File: config.mk
export PLATFORM = sky130hd
export DESIGN_NAME = same_win_wr
export DESIGN_NICKNAME = d
export VERILOG_FILES = /design/src/rtl/conv_pkg.sv /design/src/rtl/same_win_chk.sv /design/src/rtl/same_win_wr.sv
export SDC_FILE = /design/constraint.sdc
export NUM_CORES = 1
export LEC_CHECK = 0
export BUFFER_PORTS_ARGS = -buffer_cell sky130_fd_sc_hd__buf_2
export CAP_MARGIN = 5
export CORE_ASPECT_RATIO = 0.5
export CORE_MARGIN = 2
export CORE_UTILIZATION = 30
export CTS_BUF_LIST = sky130_fd_sc_hd__clkbuf_16
export CTS_CLUSTER_SIZE = 40
export DETAILED_ROUTE_END_ITERATION = 12
export PLACE_DENSITY = 0.61
export RECOVER_POWER = 25
export SKIP_CTS_REPAIR_TIMING = 1
export SYNTH_ARGS = -nofsm -noshare
export SYNTH_HDL_FRONTEND = slang
export SYNTH_SLANG_ARGS = --single-unit
File: constraint.sdc
create_clock -name clk_i -period 4.7 [get_ports clk_i]
set_input_delay 0.235 -clock clk_i [delete_from_list [all_inputs] [get_ports clk_i]]
set_output_delay 0.235 -clock clk_i [all_outputs]
set_load 0.005 [all_outputs]
File: src/rtl/conv_pkg.sv
// -----------------------------------------------------------------------------
// conv_pkg
// Shared definitions for the convolution datapath: the job FSM state
// encoding and the default data/address widths. The convolution core and
// the same-window writer both import this package so that their state
// encodings and default widths stay in step.
//
// Contents:
//   DATA_W_DEF    default sample width in bits
//   ADDR_W_DEF    default index / size / memory address width in bits
//   conv_state_e  job FSM states: ST_IDLE, ST_RUN, ST_DONE
// -----------------------------------------------------------------------------
package conv_pkg;

   localparam int DATA_W_DEF = 32;
   localparam int ADDR_W_DEF = 6;

   typedef enum logic [1:0] {
      ST_IDLE = 2'd0,
      ST_RUN  = 2'd1,
      ST_DONE = 2'd2
   } conv_state_e;

endpackage : conv_pkg

File: src/rtl/same_win_chk.sv
// -----------------------------------------------------------------------------
// same_win_chk
// Combinational window test for "same"-mode cropping. A full-convolution
// index k is kept when init_same <= k < init_same + n. For kept samples the
// output-memory address is k - init_same.
//
// Ports:
//   k          in   ADDR_W+1  current full-convolution index
//   init_same  in   ADDR_W    first full-convolution index to keep
//   n          in   ADDR_W    length of signal X (= number of kept samples)
//   in_win     out  1         k lies inside the kept window
//   addr       out  ADDR_W    write address k - init_same (valid when in_win)
// -----------------------------------------------------------------------------
module same_win_chk
   import conv_pkg::*;
#(
   parameter int ADDR_W = ADDR_W_DEF
) (
   input  logic [ADDR_W:0]   k,
   input  logic [ADDR_W-1:0] init_same,
   input  logic [ADDR_W-1:0] n,
   output logic              in_win,
   output logic [ADDR_W-1:0] addr
);

   logic [ADDR_W:0] offset;
   logic            at_or_after;

   // NOTE: every output of an always_comb block is assigned on every path
   // (defaults first where there are branches); a missed path infers a latch.
   always_comb begin
      at_or_after = (k >= {1'b0, init_same});
      // Only meaningful when at_or_after; the wrapped value is never used.
      offset      = k - {1'b0, init_same};
      // Comparing the offset against n (rather than k against init_same + n)
      // bounds the address by n directly, so an inconsistent init_same can
      // never yield an address >= n.
      in_win      = at_or_after && (offset < {1'b0, n});
      addr        = offset[ADDR_W-1:0];
   end

endmodule : same_win_chk

File: src/rtl/same_win_wr.sv
// -----------------------------------------------------------------------------
// same_win_wr
// Crops a stream of full-convolution samples (indices 0 .. N+M-2) down to the
// "same"-mode window of N samples starting at index init_same, and writes the
// kept samples to an output memory at addresses 0 .. N-1, one cycle after
// each accepted sample.
//
// FSM: IDLE -> RUN -> DONE -> IDLE. A start with N=0 or M=0 goes straight to
// DONE without writing anything. done_o pulses for the single DONE cycle.
//
// Ports:
//   clk_i        in   1        clock, rising edge
//   rstn_i       in   1        synchronous active-low reset
//   start_i      in   1        begin a job (honoured in IDLE only)
//   size_x_i     in   ADDR_W   N, length of signal X
//   size_y_i     in   ADDR_W   M, length of kernel Y
//   init_same_i  in   ADDR_W   first full-convolution index kept
//   res_valid_i  in   1        full-convolution sample available
//   res_data_i   in   DATA_W   full-convolution sample, index order
//   res_ready_o  out  1        sample accepted this cycle (RUN only)
//   mem_we_o     out  1        output-memory write strobe
//   mem_addr_o   out  ADDR_W   output-memory write address (held when idle)
//   mem_data_o   out  DATA_W   output-memory write data (held when idle)
//   wr_cnt_o     out  ADDR_W+1 writes in current job (SAME_WIN_WR_CNT_EN only)
//   busy_o       out  1        job in progress (RUN or DONE)
//   done_o       out  1        one-cycle completion pulse
//
// Build option: define SAME_WIN_WR_CNT_EN to add the wr_cnt_o write counter.
// -----------------------------------------------------------------------------
module same_win_wr
   import conv_pkg::*;
#(
   parameter int DATA_W = DATA_W_DEF,
   parameter int ADDR_W = ADDR_W_DEF
) (
   input  logic              clk_i,
   input  logic              rstn_i,
   input  logic              start_i,
   input  logic [ADDR_W-1:0] size_x_i,
   input  logic [ADDR_W-1:0] size_y_i,
   input  logic [ADDR_W-1:0] init_same_i,
   input  logic              res_valid_i,
   input  logic [DATA_W-1:0] res_data_i,
   output logic              res_ready_o,
   output logic              mem_we_o,
   output logic [ADDR_W-1:0] mem_addr_o,
   output logic [DATA_W-1:0] mem_data_o,
`ifdef SAME_WIN_WR_CNT_EN
   output logic [ADDR_W:0]   wr_cnt_o,
`endif
   output logic              busy_o,
   output logic              done_o
);

   // ---------------------------------------------------------------------------
   // Declarations
   // ---------------------------------------------------------------------------
   conv_state_e       state_q;
   conv_state_e       state_d;

   logic [ADDR_W-1:0] n_q;          // latched N
   logic [ADDR_W-1:0] m_q;          // latched M
   logic [ADDR_W-1:0] init_q;       // latched init_same
   logic [ADDR_W:0]   k_q;          // full-convolution index of the next beat

   logic [ADDR_W:0]   full_len;     // L = N + M - 1, one extra bit so it cannot wrap
   logic              start_acc;    // start honoured this cycle
   logic              empty_job;    // requested job has N=0 or M=0
   logic              beat;         // sample transferred this cycle
   logic              last_beat;    // beat carrying index L-1
   logic              in_win;
   logic [ADDR_W-1:0] win_addr;
   logic              wr_fire;      // beat that produces a memory write

   // ---------------------------------------------------------------------------
   // Beat and window decode
   // ---------------------------------------------------------------------------
   always_comb begin
      // Only used in RUN, where N and M are both non-zero, so L >= 1.
      full_len  = {1'b0, n_q} + {1'b0, m_q} - {{ADDR_W{1'b0}}, 1'b1};
      start_acc = (state_q == ST_IDLE) && start_i;
      empty_job = (size_x_i == '0) || (size_y_i == '0);
      beat      = res_valid_i && res_ready_o;
      last_beat = beat && (k_q == full_len - {{ADDR_W{1'b0}}, 1'b1});
      wr_fire   = beat && in_win;
   end

   same_win_chk #(
      .ADDR_W    (ADDR_W)
   ) u_win_chk (
      .k         (k_q),
      .init_same (init_q),
      .n         (n_q),
      .in_win    (in_win),
      .addr      (win_addr)
   );

   // ---------------------------------------------------------------------------
   // FSM: state register
   // ---------------------------------------------------------------------------
   // NOTE: clocked state uses non-blocking (<=) assignments so every register
   // samples pre-edge values; blocking assignments here would create order-
   // dependent simulation and mismatch the synthesised flops.
   always_ff @(posedge clk_i) begin
      if (!rstn_i) begin
         state_q <= ST_IDLE;
      end else begin
         state_q <= state_d;
      end
   end

   // ---------------------------------------------------------------------------
   // FSM: next state and Moore outputs
   // ---------------------------------------------------------------------------
   always_comb begin
      state_d     = state_q;
      res_ready_o = 1'b0;
      busy_o      = 1'b0;
      done_o      = 1'b0;

      unique case (state_q)
         ST_IDLE: begin
            if (start_i) begin
               state_d = empty_job ? ST_DONE : ST_RUN;
            end
         end
         ST_RUN: begin
            res_ready_o = 1'b1;
            busy_o      = 1'b1;
            if (last_beat) begin
               state_d = ST_DONE;
            end
         end
         ST_DONE: begin
            busy_o  = 1'b1;
            done_o  = 1'b1;
            state_d = ST_IDLE;
         end
         default: begin
            state_d = ST_IDLE;
         end
      endcase
   end

   // ---------------------------------------------------------------------------
   // Job parameters and index counter
   // ---------------------------------------------------------------------------
   // start_i outside IDLE is ignored because start_acc is qualified by IDLE.
   always_ff @(posedge clk_i) begin
      if (!rstn_i) begin
         n_q    <= '0;
         m_q    <= '0;
         init_q <= '0;
         k_q    <= '0;
      end else if (start_acc) begin
         n_q    <= size_x_i;
         m_q    <= size_y_i;
         init_q <= init_same_i;
         k_q    <= '0;
      end else if (beat) begin
         k_q    <= k_q + {{ADDR_W{1'b0}}, 1'b1};
      end
   end

   // ---------------------------------------------------------------------------
   // Output-memory write port (one cycle after the accepted beat)
   // ---------------------------------------------------------------------------
   // Address and data only load on a write, so they hold their last values
   // while the strobe is low.
   always_ff @(posedge clk_i) begin
      if (!rstn_i) begin
         mem_we_o   <= 1'b0;
         mem_addr_o <= '0;
         mem_data_o <= '0;
      end else begin
         mem_we_o <= wr_fire;
         if (wr_fire) begin
            mem_addr_o <= win_addr;
            mem_data_o <= res_data_i;
         end
      end
   end

`ifdef SAME_WIN_WR_CNT_EN
   // ---------------------------------------------------------------------------
   // Write counter: cleared when a job starts, counts writes, holds afterwards
   // ---------------------------------------------------------------------------
   always_ff @(posedge clk_i) begin
      if (!rstn_i) begin
         wr_cnt_o <= '0;
      end else if (start_acc) begin
         wr_cnt_o <= '0;
      end else if (wr_fire) begin
         wr_cnt_o <= wr_cnt_o + {{ADDR_W{1'b0}}, 1'b1};
      end
   end
`endif

endmodule : same_win_wr

==> results.toml <==
[critical_path]
worstPathArrival_ns = 3.66
start_kind = "flip-flop"
setup.worst_path.end_class = "flip-flop"
critical_path_peak_fanout = 19
required_ns = 4.95
path_class = "reg -> reg"

[pwr]
p_sw_uw = 451.0
p_clk_share_pct = 39.1
powerDensity_nw_per_um2 = 375.1
power_leakage_nw = 1.894
p_comb_share_pct = 23.2
netSwitchingFraction_pct = 28.07
internal_power_mw = 1.156
ir_drop_mv = 0.1748
seq_power_share_pct = 37.7

[placed_design]
routabilityCongestion = 0.8135
place_area_um2 = 4015
port-buffer-count = 95
dp_slack_ns = 1.299
post-dp-hpwl_um = 5716

[route]
ant_nets = 0
firstDrtPassIters = 4
via_per_inst = 4.495
drc_errors = 0
postRouteWirelength_um = 7640
wl_per_cell_um = 11.84
vias = 2899
dr.first_iter.drc_count = 142

[grt]
grt_pass1_vias = 2658
grt_pass1_wl_um = 12350
antenna_found_initial = 0
overflow = 0
grtUsageTotal_pct = 12.86
grt_max_degree = 55

[sta]
fin_tns_setup_ns = 0
final_min_period_over_clock_period_pct = 72.56
setup_ws_ns = 1.290
fin_crit_ns = 3.410
rsz0062_at_grt = "no"
hold_viol = 0
setup_viol = 0
drv_slew = 0
slew_headroom_pct = 41.03
worst_slew_pin_slew_ns = 0.8846
skew_ns = 0.007710
fmax_ghz = 0.2932
hold_slack_ns = 0.1533

[synthesis]
synth-main-ff-cell = "dfxtp_1"
netlist_area_um2 = 3431
synth.top_cells.by_count = "121 x nand2_1, 66 x dfxtp_1, 37 x mux2i_1, 29 x inv_1, 26 x ha_1"
avgSynthCellArea_um2 = 8.429
yosys.area.top_type_share_pct = 38.51
ys_types = 37
yosys_warnings = 0
synth_nets = 489
synth.area.top_cells = "dfxtp_1 39%, nand2_1 13%, mux2i_1 11%"
synth_cells = 407
yosysTopAreaCell = "dfxtp_1"
synth-seq-cells = 66
synth_edf_count = 0
synthArstFlopShare_pct = 0
yosysSeqAreaShare_pct = 38.51
yosysMostFrequentCell = "nand2_1"

[cells_and_area]
area_growth_pct = 24.87
nets = 577
antennaDiodeCount = 0
drive_above_1_share_pct = 20.40
finalInstanceArea_um2 = 4284

[min_path]
hold_path_class = "in -> reg"

[clocking]
cts.sinks = 66
cts.path.max_buffers = 2
cts_tree = "done"
cts-root-buf = "clkbuf_16"
numCtsBuffers = 9
clkSlewWorstSetupHoldPaths_ns = 0.05
clkLatencyLatePin_ns = 0.33
h-tree-depth = 3

[die]
coreArea_um2 = 11080
die_x_um = 155.2
num_rows = 27
dieArea_um2 = 12360
ioPinCount = 96
initial_core_util_pct = 30.96
dieHeight_um = 79.62

[outcome]
status = "finished clean"

[run]
maxCapViolCount = 0
[metal layers]
layer  up-vias  part of all wire, %  track usage (%)
met2        47                   47            21.16
met1      1325                   48            15.25
met3        10                  4.2            4.832
li1       1517                    -                -
met4         0                  1.3            5.413
met5         -                    0                0
[sequential cells by signal, summed over array words and instances, names as in the netlist]
name / flops
mem_addr_o: 6
mem_data_o: 32
state_q: 2
n_q: 6
m_q: 6
mem_we_o: 1
k_q: 7
init_q: 6
[area by class of cell]
class / count / area, µm²
fillers: 1146 / 6797
multi-input cells: 291 / 1906
repair buffers: 98 / 488.0
clock inverters: 7 / 53.80
flip-flops and latches: 66 / 1321
well taps: 145 / 181.4
inverters: 29 / 108.9
clock buffers: 9 / 225.2
[power groups by stage]
stage / sequential (mW) / combinational (mW) / clock [mW]
2_1_floorplan: 0.614 / 0.284 / 0
3_3_place_gp: 0.617 / 0.375 / 0
3_5_place_dp: 0.618 / 0.376 / 0
4_1_cts: 0.606 / 0.378 / 0.649
5_1_grt: 0.609 / 0.432 / 0.677
6_report: 0.606 / 0.373 / 0.628
[final timing paths]
check / start / end / slack [ns] / cells past startpoint
worst max register to register: k_q[0] / mem_addr_o[1] / 1.29 / 13
worst min register to register: mem_data_o[22] / mem_data_o[22] / 0.45 / 2
worst min-delay path: res_data_i[10] / mem_data_o[10] / 0.15 / 3
worst max-delay path: k_q[0] / mem_addr_o[1] / 1.29 / 13
[per-stage QoR]
stage,total power [mW],util (%),cells
6_report,1.607,38.66,645
5_1_grt,1.718,38.66,645
4_1_cts,1.633,38.75,645
3_5_place_dp,0.9936,36.24,629
3_3_place_gp,0.9915,36.24,629
2_1_floorplan,0.8985,-,407
[worst max-delay path, stage by stage (launching register included)]
cell and delay, ns:
dfxtp_1 0.35, inv_1 0.07, ha_1 0.15, inv_1 0.05, fa_1 0.40, a21o_1 0.21
a21oi_1 0.17, xnor2_1 0.17, ha_1 0.28, a21o_1 0.16, o21ai_0 0.19, and3_2 0.59
buf_4 0.33, mux2i_1 0.21
[cells in the final DEF (no fill, tap or decap), types with 3 or more instances in the layout]
cell	instances
a21boi_0	19
a21o_1	4
a21oi_1	9
and2_1	3
and3_1	3
buf_2	87
buf_4	3
clkbuf_1	8
clkbuf_16	9
dfxtp_1	66
ha_1	26
inv_1	32
mux2i_1	37
nand2_1	121
nand4_1	5
nor2_1	13
o21a_1	3
o21ai_0	6
xnor2_1	13
xor2_1	7
[cells by family after synthesis]
group,Yosys count,share of synthesized area [%]
AO/OA/AOI/OAI,51,10.36
XOR/XNOR,20,5.106
adder cells (fa/ha/maj),28,10.65
buffers and inverters,50,5.981
flip-flops,66,38.51
multiplexers,37,10.80
AND/OR/NAND/NOR,155,18.60
Power figures use the tool's default switching activity.
